[config.mk]
export PLATFORM = sky130hd
export DESIGN_NAME = i2s_receiver_flat
export DESIGN_NICKNAME = d
export VERILOG_FILES = /design/src/rtl/i2s_receiver_if.sv /design/src/rtl/i2s_receiver.sv /design/src/flat_wrapper.sv
export SDC_FILE = /design/constraint.sdc
export NUM_CORES = 1
export LEC_CHECK = 0
export ABC_AREA = 1
export BUFFER_PORTS_ARGS = -buffer_cell sky130_fd_sc_hd__buf_2
export CELL_PAD_IN_SITES_DETAIL_PLACEMENT = 1
export CELL_PAD_IN_SITES_GLOBAL_PLACEMENT = 2
export CORE_MARGIN = 2
export CORE_UTILIZATION = 32
export CTS_CLUSTER_SIZE = 8
export DETAILED_ROUTE_END_ITERATION = 10
export PLACE_DENSITY = 0.85
export SETUP_SLACK_MARGIN = 0.15
export SLEW_MARGIN = 10
export SYNTH_ARGS = -nofsm -noshare
export SYNTH_HDL_FRONTEND = slang
export SYNTH_SLANG_ARGS = --single-unit
[constraint.sdc]
create_clock -name clk -period 1.7 [get_ports clk]
set_input_delay 0.085 -clock clk [delete_from_list [all_inputs] [get_ports clk]]
set_output_delay 0.085 -clock clk [all_outputs]
set_load 0.05 [all_outputs]
[src/rtl/i2s_receiver_if.sv]
// rtl/i2s_receiver_if.sv - stereo sample handshake bundle for the I2S capture path
//
// Purpose: carries one completed left/right sample pair from the receiver
// (master) to its downstream consumer (slave) under a valid/ready handshake.
// Signals:
//   left_data     DATA_WIDTH  last accepted left sample            (master -> slave)
//   right_data    DATA_WIDTH  last accepted right sample           (master -> slave)
//   sample_valid  1           pair on left/right_data not consumed (master -> slave)
//   sample_ready  1           consumer takes the pair this cycle   (slave -> master)
interface i2s_receiver_if #(
  parameter int DATA_WIDTH = 16
);
  logic [DATA_WIDTH-1:0] left_data;
  logic [DATA_WIDTH-1:0] right_data;
  logic                  sample_valid;
  logic                  sample_ready;

  modport master (
    output left_data,
    output right_data,
    output sample_valid,
    input  sample_ready
  );

  modport slave (
    input  left_data,
    input  right_data,
    input  sample_valid,
    output sample_ready
  );
endinterface

[src/rtl/i2s_receiver.sv]
// rtl/i2s_receiver.sv - I2S master receiver for the Pmod I2S2 ADC line-in path
//
// Purpose: derives mclk/sck/lrck from the system clock, deserialises the ADC
// serial stream MSB-first into left/right words and presents each completed
// stereo pair on a valid/ready handshake, flagging dropped pairs as overrun.
// Ports:
//   clk          in   system clock (100 MHz), single domain
//   rst          in   synchronous, active-high reset
//   audio_sdout  in   serial data from the ADC
//   clr_overrun  in   single-cycle pulse clearing the sticky overrun flag
//   audio_mclk   out  master clock, clk/4
//   audio_lrck   out  word select, clk/512 (0 = left, 1 = right)
//   audio_sck    out  bit clock, clk/8 (32 bit slots per channel)
//   overrun      out  sticky: a completed pair was dropped
//   smp          if   sample pair handshake (left_data, right_data,
//                     sample_valid out; sample_ready in)
module i2s_receiver #(
  parameter int DATA_WIDTH = 16
) (
  input  logic           clk,
  input  logic           rst,
  input  logic           audio_sdout,
  input  logic           clr_overrun,
  output logic           audio_mclk,
  output logic           audio_lrck,
  output logic           audio_sck,
  output logic           overrun,
  i2s_receiver_if.master smp
);
  localparam logic [4:0] LAST_SLOT = 5'(DATA_WIDTH);

  logic [8:0]            cnt_q, cnt_d;
  logic [DATA_WIDTH-1:0] left_sr_q, left_sr_d;
  logic [DATA_WIDTH-1:0] right_sr_q, right_sr_d;
  logic [DATA_WIDTH-1:0] left_data_q, left_data_d;
  logic [DATA_WIDTH-1:0] right_data_q, right_data_d;
  logic                  valid_q, valid_d;
  logic                  overrun_q, overrun_d;
  logic [4:0]            slot;
  logic                  capture;
  logic                  pair_done;

  always_comb begin
    cnt_d = cnt_q + 9'd1;

    // Slot 0 after each lrck edge is the I2S one-bit delay and never carries data.
    slot      = cnt_q[7:3];
    capture   = (cnt_q[2:0] == 3'b100) && (slot != 5'd0) && (slot <= LAST_SLOT);
    pair_done = capture && cnt_q[8] && (slot == LAST_SLOT);

    left_sr_d  = left_sr_q;
    right_sr_d = right_sr_q;
    if (capture) begin
      if (cnt_q[8]) begin
        right_sr_d = DATA_WIDTH'({right_sr_q, audio_sdout});
      end else begin
        left_sr_d = DATA_WIDTH'({left_sr_q, audio_sdout});
      end
    end

    left_data_d  = left_data_q;
    right_data_d = right_data_q;
    valid_d      = valid_q;
    overrun_d    = overrun_q && !clr_overrun;

    // The right word is taken from right_sr_d so the final bit sampled on this
    // very edge is part of the loaded pair.
    if (pair_done) begin
      if (!valid_q || smp.sample_ready) begin
        left_data_d  = left_sr_q;
        right_data_d = right_sr_d;
        valid_d      = 1'b1;
      end else begin
        overrun_d = 1'b1;
      end
    end else if (valid_q && smp.sample_ready) begin
      valid_d = 1'b0;
    end
  end

  always_ff @(posedge clk) begin
    if (rst) begin
      cnt_q        <= '0;
      left_sr_q    <= '0;
      right_sr_q   <= '0;
      left_data_q  <= '0;
      right_data_q <= '0;
      valid_q      <= 1'b0;
      overrun_q    <= 1'b0;
    end else begin
      cnt_q        <= cnt_d;
      left_sr_q    <= left_sr_d;
      right_sr_q   <= right_sr_d;
      left_data_q  <= left_data_d;
      right_data_q <= right_data_d;
      valid_q      <= valid_d;
      overrun_q    <= overrun_d;
    end
  end

  assign audio_mclk       = cnt_q[1];
  assign audio_sck        = cnt_q[2];
  assign audio_lrck       = cnt_q[8];
  assign overrun          = overrun_q;
  assign smp.left_data    = left_data_q;
  assign smp.right_data   = right_data_q;
  assign smp.sample_valid = valid_q;
endmodule

[src/flat_wrapper.sv]
// flat-port wrapper written by rule: the top's interface ports become plain ports
module i2s_receiver_flat 
#(
  parameter int DATA_WIDTH = 16
)
  (clk, rst, audio_sdout, clr_overrun, audio_mclk, audio_lrck, audio_sck, overrun, smp_left_data, smp_right_data, smp_sample_valid, smp_sample_ready);
  i2s_receiver_if #(.DATA_WIDTH(DATA_WIDTH)) smp_i ();
  input  logic clk;
  input  logic rst;
  input  logic audio_sdout;
  input  logic clr_overrun;
  output logic audio_mclk;
  output logic audio_lrck;
  output logic audio_sck;
  output logic overrun;
  output wire logic [$bits(smp_i.left_data)-1:0] smp_left_data;
  output wire logic [$bits(smp_i.right_data)-1:0] smp_right_data;
  output wire logic [$bits(smp_i.sample_valid)-1:0] smp_sample_valid;
  input wire logic [$bits(smp_i.sample_ready)-1:0] smp_sample_ready;
  assign smp_left_data = smp_i.left_data;
  assign smp_right_data = smp_i.right_data;
  assign smp_sample_valid = smp_i.sample_valid;
  assign smp_i.sample_ready = smp_sample_ready;
  i2s_receiver #(.DATA_WIDTH(DATA_WIDTH)) u_core (.clk(clk), .rst(rst), .audio_sdout(audio_sdout), .clr_overrun(clr_overrun), .audio_mclk(audio_mclk), .audio_lrck(audio_lrck), .audio_sck(audio_sck), .overrun(overrun), .smp(smp_i));
endmodule
### After elaboration in Yosys (flattened, before gate mapping)

Cells that the tools add are included.

| cells by class | value |
|---|---|
| $add $sub $neg | 1 |
| multipliers | 0 |
| div/mod/pow operators | 0 |
| $lt $le $gt $ge | 1 |
| equality and inequality tests | 3 |
| shift operators | 0 |
| mux-type cells | 7 |
| bitwise operators | 1 |
| reductions and logical operators | 14 |

Operator list:

| kind | number |
|---|---|
| 2-to-1 mux 16 bit | 2 |
| adder 9 x 1 -> 9 bit (second input constant) | 1 |
| logical AND 1 bit | 6 |
| AND reduction 2 bit | 3 |
| equality test 5 bit (second input constant) | 1 |
| less-or-equal comparator 5 bit (second input constant) | 1 |
| 2-to-1 mux 1 bit | 5 |
| nonzero test 5 bit | 1 |
| equality test 3 bit (second input constant) | 1 |
| logical NOT 1 bit | 2 |
| inequality test 2 bit (second input constant) | 1 |
| nonzero test 2 bit | 1 |
| logical OR 1 bit | 1 |
| NOT 1 bit | 1 |

| word-level totals | value |
|---|---|
| bits in registers | 75 |
| latch bits | 0 |
| RAM bits | 0 |
| memory bits (read-only) | 0 |
| bits of input ports | 5 |
| output and inout port bits | 37 |
| logic and storage cells | 34 |
| memories kept | 0 |

### Longest topological paths before layout

Gate-level depths: netlist of the first run.

| logic depth | value |
|---|---|
| depth in word-level cells | 7 |
| gate-level depth with buffers | 10 |
| gate-level depth less buffers | 9 |

### Worst setup path after synthesis of the first run

Ideal clock, no wire load.

| timing path | value |
|---|---|
| path kind | register to register |
| from | register u_core.cnt_q[1] |
| to | register u_core.right_data_q[10], in the netlist u_core.smp.right_data[10] |
| setup time | 0.064 ns |
| arrival time | 1.739 ns |
| required time | 1.636 ns |
| path slack | -0.103 ns |
| cell stages (with the launch flop) | 11 |
| path buffers | 1 |
| period minus slack after synthesis | 1.803 ns |
| path through | dfxtp_1 > inv_1 > ha_1 > nand2_1 > inv_2 > nand3_1 > buf_2 > nand2_1 > nand3_1 > nand2_1 > nor2_1 |

| between the ends | value |
|---|---|
| word-level cells in the longest chain between the ends | 6 |
| elaborated cells on any way between the ends | 7 |
| classes of those cells | 1 x eq/ne; 1 x mux; 5 x reduce/logical |

RTL lines:

| item | RTL line | source |
|---|---|---|
| from (decl) | i2s_receiver.sv:32 | `logic [8:0] cnt_q, cnt_d;` |
| from (signal assigned) | i2s_receiver.sv:91 | `cnt_q <= cnt_d;` |
| equality test 3 bit (*) | i2s_receiver.sv:48 | `capture = (cnt_q[2:0] == 3'b100) && (slot != 5'd0) && (slot <= LAST_SLOT);` |
| logical AND 1 bit (*) (2 in a row) | i2s_receiver.sv:48 |  |
| logical AND 1 bit (2 in a row) | i2s_receiver.sv:49 | `pair_done = capture && cnt_q[8] && (slot == LAST_SLOT);` |
| AND reduction 2 bit (no line) | n/a |  |
| to (signal assigned) | i2s_receiver.sv:95 | `right_data_q <= right_data_d;` |
| to (decl) | i2s_receiver.sv:36 | `logic [DATA_WIDTH-1:0] right_data_q, right_data_d;` |

Every way passes the cells marked *; elsewhere a longest branch is shown, timed or not.
A chain may end at the register's enable or synchronous reset.

### Final worst setup path of the first run

| timing path | value |
|---|---|
| from | register u_core.cnt_q[1] |
| to | register u_core.right_data_q[9], in the netlist u_core.smp.right_data[9] |

Same word-level chain as after synthesis.

==> load_flow_metrics.sql, run 1 <==
INSERT INTO impl_metrics (metric_group, metric, value, unit) VALUES
('status', 'run_status', 'finished, final reports clean', ''),
('die', 'top_level_ports', '42', ''),
('clocking', 'tritoncts', 'yes', ''),
('grt', 'grt.met2_usage', '27.5', '%'),
('clocking', 'cts.clk_slew.worst_paths', '0.09', 'ns'),
('timing', 'fmax', '661', 'MHz'),
('clocking', 'cts.htree.levels', '3', ''),
('die', 'start_util', '32.8', '%'),
('synthesis', 'mappedNetlistArea', '0.00302', 'sq mm'),
('clocking', 'clock_tree.root_cell', 'clkbuf_8', ''),
('grt', 'first_global_vias', '2791', ''),
('power', 'leakage', '0.00159', 'uW'),
('die', 'rows', '35', ''),
('die', 'core_footprint', '0.00920', 'sq mm'),
('power', 'ir_drop', '287', 'uV'),
('final_layout', 'drive_above_1_share', '24.5', '%'),
('timing', 'slew_viol_final', '0', ''),
('place', 'gp_routability_congestion', '0.778', ''),
('timing', 'rsz0062_at_grt', 'true', ''),
('clocking', 'tritoncts_num_sinks', '75', ''),
('critical_path', 'worst_path_maximum_fanout', '9', ''),
('clocking', 'cts_max_path_buffers', '2', ''),
('timing', 'fin_worst_hold_slack', '0.0506', 'ns'),
('timing', 'worst_clock_skew', '0.0126', 'ns'),
('routing', 'vias', '2792', ''),
('place', 'io_buffers', '41', ''),
('clocking', 'cts_buffers', '9', ''),
('routing', 'drc_errors', '0', ''),
('final_layout', 'synthToLayoutAreaGrowth', '28.3', '%'),
('synthesis', 'yosys.cell_types.count', '22', ''),
('synthesis', 'ys_warn_count', '0', ''),
('timing', 'hold_viol', '0', ''),
('routing', 'route.detailed.wl_per_inst', '13.0', 'um'),
('final_layout', 'final_nets', '471', ''),
('min_path', 'hold_crit_depth', '3', ''),
('die', 'die_height', '101', 'um'),
('timing', 'worst-slew-pin-transition', '0.317', 'ns'),
('synthesis', 'synthCells', '411', ''),
('final_layout', 'finished_layout_cells', '580', ''),
('critical_path', 'timing.setup.critical_path_class', 'flop to flop', ''),
('place', 'place_hpwl', '4.75', 'mm'),
('synthesis', 'synth.ff_latch_count', '75', ''),
('timing', 'setup_viol', '0', ''),
('grt', 'grt_overflow', '0', ''),
('critical_path', 'arrival', '1.77', 'ns'),
('critical_path', 'worstSetupEndpointType', 'flop', ''),
('place', 'cell_count_after_placement', '552', ''),
('grt', 'grt_max_degree', '54', ''),
('timing', 'final_total_negative_setup_slack', '0', 'ns'),
('timing', 'timing.slew.headroom', '78.8', '%'),
('grt', 'global_route.usage.met1', '18.0', '%'),
('final_layout', 'num_antenna_cells', '0', ''),
('power', 'power.density_cell_area', '862', 'mW/mm^2'),
('grt', 'grt.met3_usage', '3.81', '%'),
('timing', 'final.min_clock_period', '1.51', 'ns'),
('final_layout', 'most-common-layout-cells', '73 x nor2_1, 68 x dfxtp_1, 62 x nand2_1', ''),
('die', 'floorplan.die_area', '0.0102', 'sq mm'),
('synthesis', 'synth.area.top_cells', 'dfxtp_1 50%, nor2_1 9.1%, nand2_1 7.8%, o21ai_0 7.1%, a21oi_1 6.3%', ''),
('critical_path', 'rr_worst_depth', '11', ''),
('die', 'chipWidth', '101', 'um'),
('synthesis', 'netlist.top_cell.by_area', 'dfxtp_1', ''),
('grt', 'grt-busiest-layer', 'met2', ''),
('synthesis', 'postSynthNetCount', '418', ''),
('clocking', 'hold_fix_buffer_count_after_cts', '0', ''),
('critical_path', 'setup.worst_path.start_class', 'flop', ''),
('grt', 'wire_length_of_the_first_global_routing_pass', '12.7', 'mm'),
('critical_path', 'worst_ep_required_time', '1.96', 'ns'),
('routing', 'detail-route-antenna-nets', '0', ''),
('synthesis', 'post_synth.cell_area_avg', '7.34', 'sq um'),
('synthesis', 'yosysTopAreaCellShare', '49.8', '%'),
('routing', 'detail_route.iter0.violations', '59', ''),
('synthesis', 'ys_seq_area_share', '49.8', '%'),
('grt', 'globalRouteTotalUtil', '15.7', '%'),
('grt', 'grt_antenna_before_repair', '0', ''),
('routing', 'routed_via_density', '4.81', ''),
('routing', 'route.final.wire_length', '7.53', 'mm'),
('min_path', 'worstHoldPathType', 'input pin to flop', ''),
('routing', 'dr.pass1.iters', '5', ''),
('run', 'cap_viol_max_count', '0', ''),
('timing', 'fraction_of_the_cycle_the_final_worst_path_needs', '89.0', '%'),
('clocking', 'clkLatencyLatePin', '0.36', 'ns'),
('final_layout', 'mostFrequentLayoutCell', 'nor2_1', '');
==> area by class of cell <==
| type | count | area (sq um) |
|---|---|---|
| multi-input cells | 275 | 1350 |
| fillers | 1145 | 5330 |
| clock inverters | 7 | 82.6 |
| inverters | 39 | 149 |
| flip-flops and latches | 75 | 1520 |
| well taps | 111 | 139 |
| clock buffers | 9 | 124 |
| repair buffers | 64 | 512 |
==> metal layers <==
layer	routed length, um	vias up
met5	0	-
met4	121	0
met3	194	11
met2	3670	29
met1	3540	1318
li1	-	1434
==> cell families (layout without fill, tap and decap cells) <==
family / count (synthesis) / count (layout) / synth area share, %
AOI/OAI and AO/OA: 89 / 89 / 15.0
DFF: 75 / 75 / 49.8
buffers and inverters: 61 / 119 / 8.75
and+or+nand+nor: 184 / 184 / 25.7
adders and majority gates: 2 / 2 / 0.829
==> state kept, by name (all words and copies together) (netlist names) <==
register	flops
u_core.smp.right_data	16
u_core.overrun	1
u_core.left_sr_q	16
u_core.smp.sample_valid	1
u_core.cnt_q	9
u_core.smp.left_data	16
u_core.right_sr_q	16
==> repair_timing <==
item | in CTS | in global routing
setup buffers | 0 | 8
resized for setup | 0 | 39
endpoints found under the setup margin | 0 | 48
hold endpoints to repair | 0 | 0
==> power by group <==
group	internal, uW	total (uW)	switching (uW)	leakage (uW)
clock	701	1450	752	0.0000984
combinational	37.9	116	78.1	0.000882
sequential	1760	1770	7.39	0.000608
total	2500	3340	838	0.00159
==> cells in the mapped netlist, drive strengths merged <==
| cell | count |
|---|---|
| a21oi | 38 |
| buf | 14 |
| clkbuf | 8 |
| dfxtp | 75 |
| ha | 2 |
| inv | 39 |
| nand2 | 65 |
| nand3 | 39 |
| nand4 | 1 |
| nor2 | 77 |
| nor3 | 2 |
| o21a | 1 |
| o21ai | 50 |
==> path summary, 6_finish.rpt <==
kind | start | to | slack [ns]
worst max-delay path | u_core.cnt_q[1] | u_core.smp.right_data[9] | 0.19
worst min-delay path | audio_sdout | u_core.left_sr_q[0] | 0.05
worst max register to register | u_core.cnt_q[1] | u_core.smp.right_data[9] | 0.19
worst min register to register | u_core.cnt_q[0] | u_core.cnt_q[0] | 0.45
==> worst max-delay path: stages (launching register included) <==
cell and delay (ns):
dfxtp_4 0.36, inv_2 0.06, ha_4 0.12, nand2_2 0.06, inv_4 0.08, nand3_4 0.08, nor2_4 0.19, buf_4 0.16
clkbuf_16 0.14, nand3_1 0.06, nand2_1 0.06, nor2_1 0.03
==> metrics by stage <==
step	setup slack (ns)	power (uW)	util, %	instance area [sq um]
detailed placement	0.181	1920	36.9	3390
floorplan	0.171	1880	-	3020
finish	0.187	3340	42.1	3870
CTS	0.154	3380	39.2	3600
global route	0.0827	3490	42.1	3870
global placement	0.227	1910	36.9	3390
Note: power is estimated with default switching activity, not from simulation.
==> run 2: changes to the inputs <==
Settings changed: CAP_MARGIN set to 20, RECOVER_POWER set to 50.
==> run 2 against run 1 <==
First-iteration DRC count increased by 1.7%; wire length barely moved; sequential power barely moved; clock-buffer cell count unchanged; clock power hardly changed; clock skew hardly changed; power shrank 0.16%; die area did not move; sequential share of layout area up 0.57 points; fmax shrank 1.1%; non-clock buffer count unchanged; largest cell class unchanged; highest routed layer unchanged.
==> load_flow_metrics.sql, run 2 (synthesized netlist as in run 1, its figures left out) <==
INSERT INTO impl_metrics (metric_group, metric, value, unit) VALUES
('die', 'rows', '35', ''),
('timing', 'rsz0062_at_grt', 'true', ''),
('critical_path', 'regToRegEndpoint', 'u_core.smp.right_data[9]', ''),
('die', 'start_util', '32.8', '%'),
('min_path', 'min_delay_worst_endpoint', 'u_core.left_sr_q[0]', ''),
('place', 'io_buffers', '41', ''),
('final_layout', 'drive_above_1_share', '16.2', '%'),
('grt', 'globalRouteTotalUtil', '15.7', '%'),
('critical_path', 'setup.worst_path.start_class', 'flop', ''),
('critical_path', 'rr_worst_depth', '11', ''),
('final_layout', 'final_nets', '471', ''),
('die', 'core_footprint', '0.00920', 'sq mm'),
('critical_path', 'sequence_of_cells_on_the_critical_path', 'inv_1 -> ha_1 -> nand2_2 -> inv_4 -> nand3_4 -> nor2_4 -> buf_4 -> clkbuf_16 -> nand3_1 -> nand2_1 -> nor2_1', ''),
('clocking', 'cts.htree.levels', '3', ''),
('final_layout', 'multi_input_area', '0.00134', 'sq mm'),
('timing', 'worst-slew-pin-transition', '0.610', 'ns'),
('timing', 'final_total_negative_setup_slack', '0', 'ns'),
('clocking', 'cts.clk_slew.worst_paths', '0.09', 'ns'),
('timing', 'setup_viol', '0', ''),
('run', 'cap_viol_max_count', '0', ''),
('grt', 'grt_antenna_before_repair', '0', ''),
('routing', 'detail-route-antenna-nets', '0', ''),
('critical_path', 'worst_path_maximum_fanout', '9', ''),
('grt', 'grt_max_degree', '54', ''),
('critical_path', 'worst_ep_required_time', '1.96', 'ns'),
('place', 'pre_cts_slack', '0.181', 'ns'),
('routing', 'detail_route.iter0.violations', '60', ''),
('status', 'run_status', 'finished, final reports clean', ''),
('timing', 'fin_worst_hold_slack', '0.0510', 'ns'),
('critical_path', 'reg2reg_slack', '0.17', 'ns'),
('die', 'chipWidth', '101', 'um'),
('final_layout', 'synthToLayoutAreaGrowth', '26.3', '%'),
('power', 'power.density_cell_area', '874', 'mW/mm^2'),
('final_layout', 'most-common-layout-cells', '73 x nor2_1, 69 x dfxtp_1, 62 x nand2_1', ''),
('routing', 'dr.pass1.iters', '5', ''),
('critical_path', 'reg2reg_from', 'u_core.cnt_q[0]', ''),
('die', 'floorplan.die_area', '0.0102', 'sq mm'),
('power', 'ir_drop', '287', 'uV'),
('critical_path', 'worstSetupEndpointType', 'flop', ''),
('clocking', 'tritoncts', 'yes', ''),
('routing', 'vias', '2793', ''),
('final_layout', 'fillerInstances', '1157', ''),
('clocking', 'clkLatencyLatePin', '0.36', 'ns'),
('critical_path', 'timing.setup.critical_path_class', 'flop to flop', ''),
('final_layout', 'num_antenna_cells', '0', ''),
('grt', 'first_global_vias', '2791', ''),
('critical_path', 'critPathSlowestCell', 'dfxtp_1', ''),
('place', 'place_hpwl', '4.75', 'mm'),
('final_layout', 'mostFrequentLayoutCell', 'nor2_1', ''),
('timing', 'hold_viol', '0', ''),
('critical_path', 'cp_slowest_stage_delay', '0.34', 'ns'),
('die', 'die_height', '101', 'um'),
('power', 'leakage', '0.00143', 'uW'),
('power', 'design_power_total', '3330', 'uW'),
('timing', 'timing.slew.headroom', '59.5', '%'),
('critical_path', 'arrival', '1.79', 'ns'),
('routing', 'route.detailed.wl_per_inst', '13.0', 'um'),
('min_path', 'min_from', 'audio_sdout', ''),
('clocking', 'cts_max_path_buffers', '2', ''),
('timing', 'worst_clock_skew', '0.0124', 'ns'),
('place', 'gp_routability_congestion', '0.778', ''),
('clocking', 'clock_tree.root_cell', 'clkbuf_8', ''),
('timing', 'slew_viol_final', '0', ''),
('min_path', 'hold_crit_depth', '3', ''),
('routing', 'routed_via_density', '4.82', ''),
('routing', 'drc_errors', '0', ''),
('clocking', 'cts_buffers', '9', ''),
('grt', 'grt_overflow', '0', ''),
('timing', 'fraction_of_the_cycle_the_final_worst_path_needs', '90.0', '%'),
('die', 'top_level_ports', '42', ''),
('grt', 'wire_length_of_the_first_global_routing_pass', '12.7', 'mm'),
('routing', 'route.final.wire_length', '7.53', 'mm'),
('min_path', 'worstHoldPathType', 'input pin to flop', ''),
('timing', 'final.min_clock_period', '1.53', 'ns'),
('timing', 'fmax', '654', 'MHz'),
('timing', 'final_critical_path_setup_slack', '0.170', 'ns'),
('clocking', 'tritoncts_num_sinks', '75', ''),
('final_layout', 'layout.area.seq', '0.00151', 'sq mm');
run 2: final cells by class:
cell class | count | area share, %
multi-input combinational | 275 | 35.1
timing repair buffer | 64 | 12.2
tap | 111 | 3.64
clock buffer | 9 | 3.25
inverter | 39 | 3.91
sequential | 75 | 39.7
clock inverter | 7 | 2.17
run 2: power by group:
| part | total, uW | internal (uW) | switching (uW) |
|---|---|---|---|
| Clock | 1450 | 701 | 753 |
| Combinational | 110 | 34.1 | 75.9 |
| Sequential | 1770 | 1760 | 7.24 |
| Total | 3330 | 2490 | 836 |
run 2: critical path, delay by kind of cell, from the launching register on:
family	cells	cell delay [ns]
buf+inv	4	0.44
simple gates	6	0.49
fa+ha+maj	1	0.15
flops	1	0.34
run 2: metrics by stage:
stage | cell area (sq um) | instances | util [%]
CTS | 3600 | 568 | 39.2
global route | 3810 | 580 | 41.4
detailed placement | 3390 | 552 | 36.9
global placement | 3390 | 552 | 36.9
floorplan | 3020 | 411 | -
finish | 3810 | 580 | 41.4
run 2: worst max-delay path by stage:
stage / cells after the start / endpoint / startpoint / slack [ns]
after floorplan: 10 / u_core.smp.right_data[10] / u_core.cnt_q[1] / 0.17
after global placement: 9 / u_core.left_sr_q[3] / u_core.cnt_q[1] / 0.23
after detailed placement: 8 / u_core.smp.left_data[13] / u_core.cnt_q[3] / 0.18
after CTS: 8 / u_core.smp.left_data[13] / u_core.cnt_q[3] / 0.15
after global routing: 11 / u_core.smp.right_data[0] / u_core.cnt_q[0] / 0.06
final: 11 / u_core.smp.right_data[9] / u_core.cnt_q[0] / 0.17
run 2: layer usage:
metal / part of all wire, % / global-route usage [%]
met5: 0 / 0
met4: 1.6 / 6.86
met3: 2.5 / 3.81
met2: 49 / 27.5
met1: 47 / 18.0
run 2: timing repair:
action | CTS | global route
hold buffers | 0 | 0
resized for setup | 0 | 39
buffers inserted | 0 | 8
setup endpoints to repair | 0 | 48
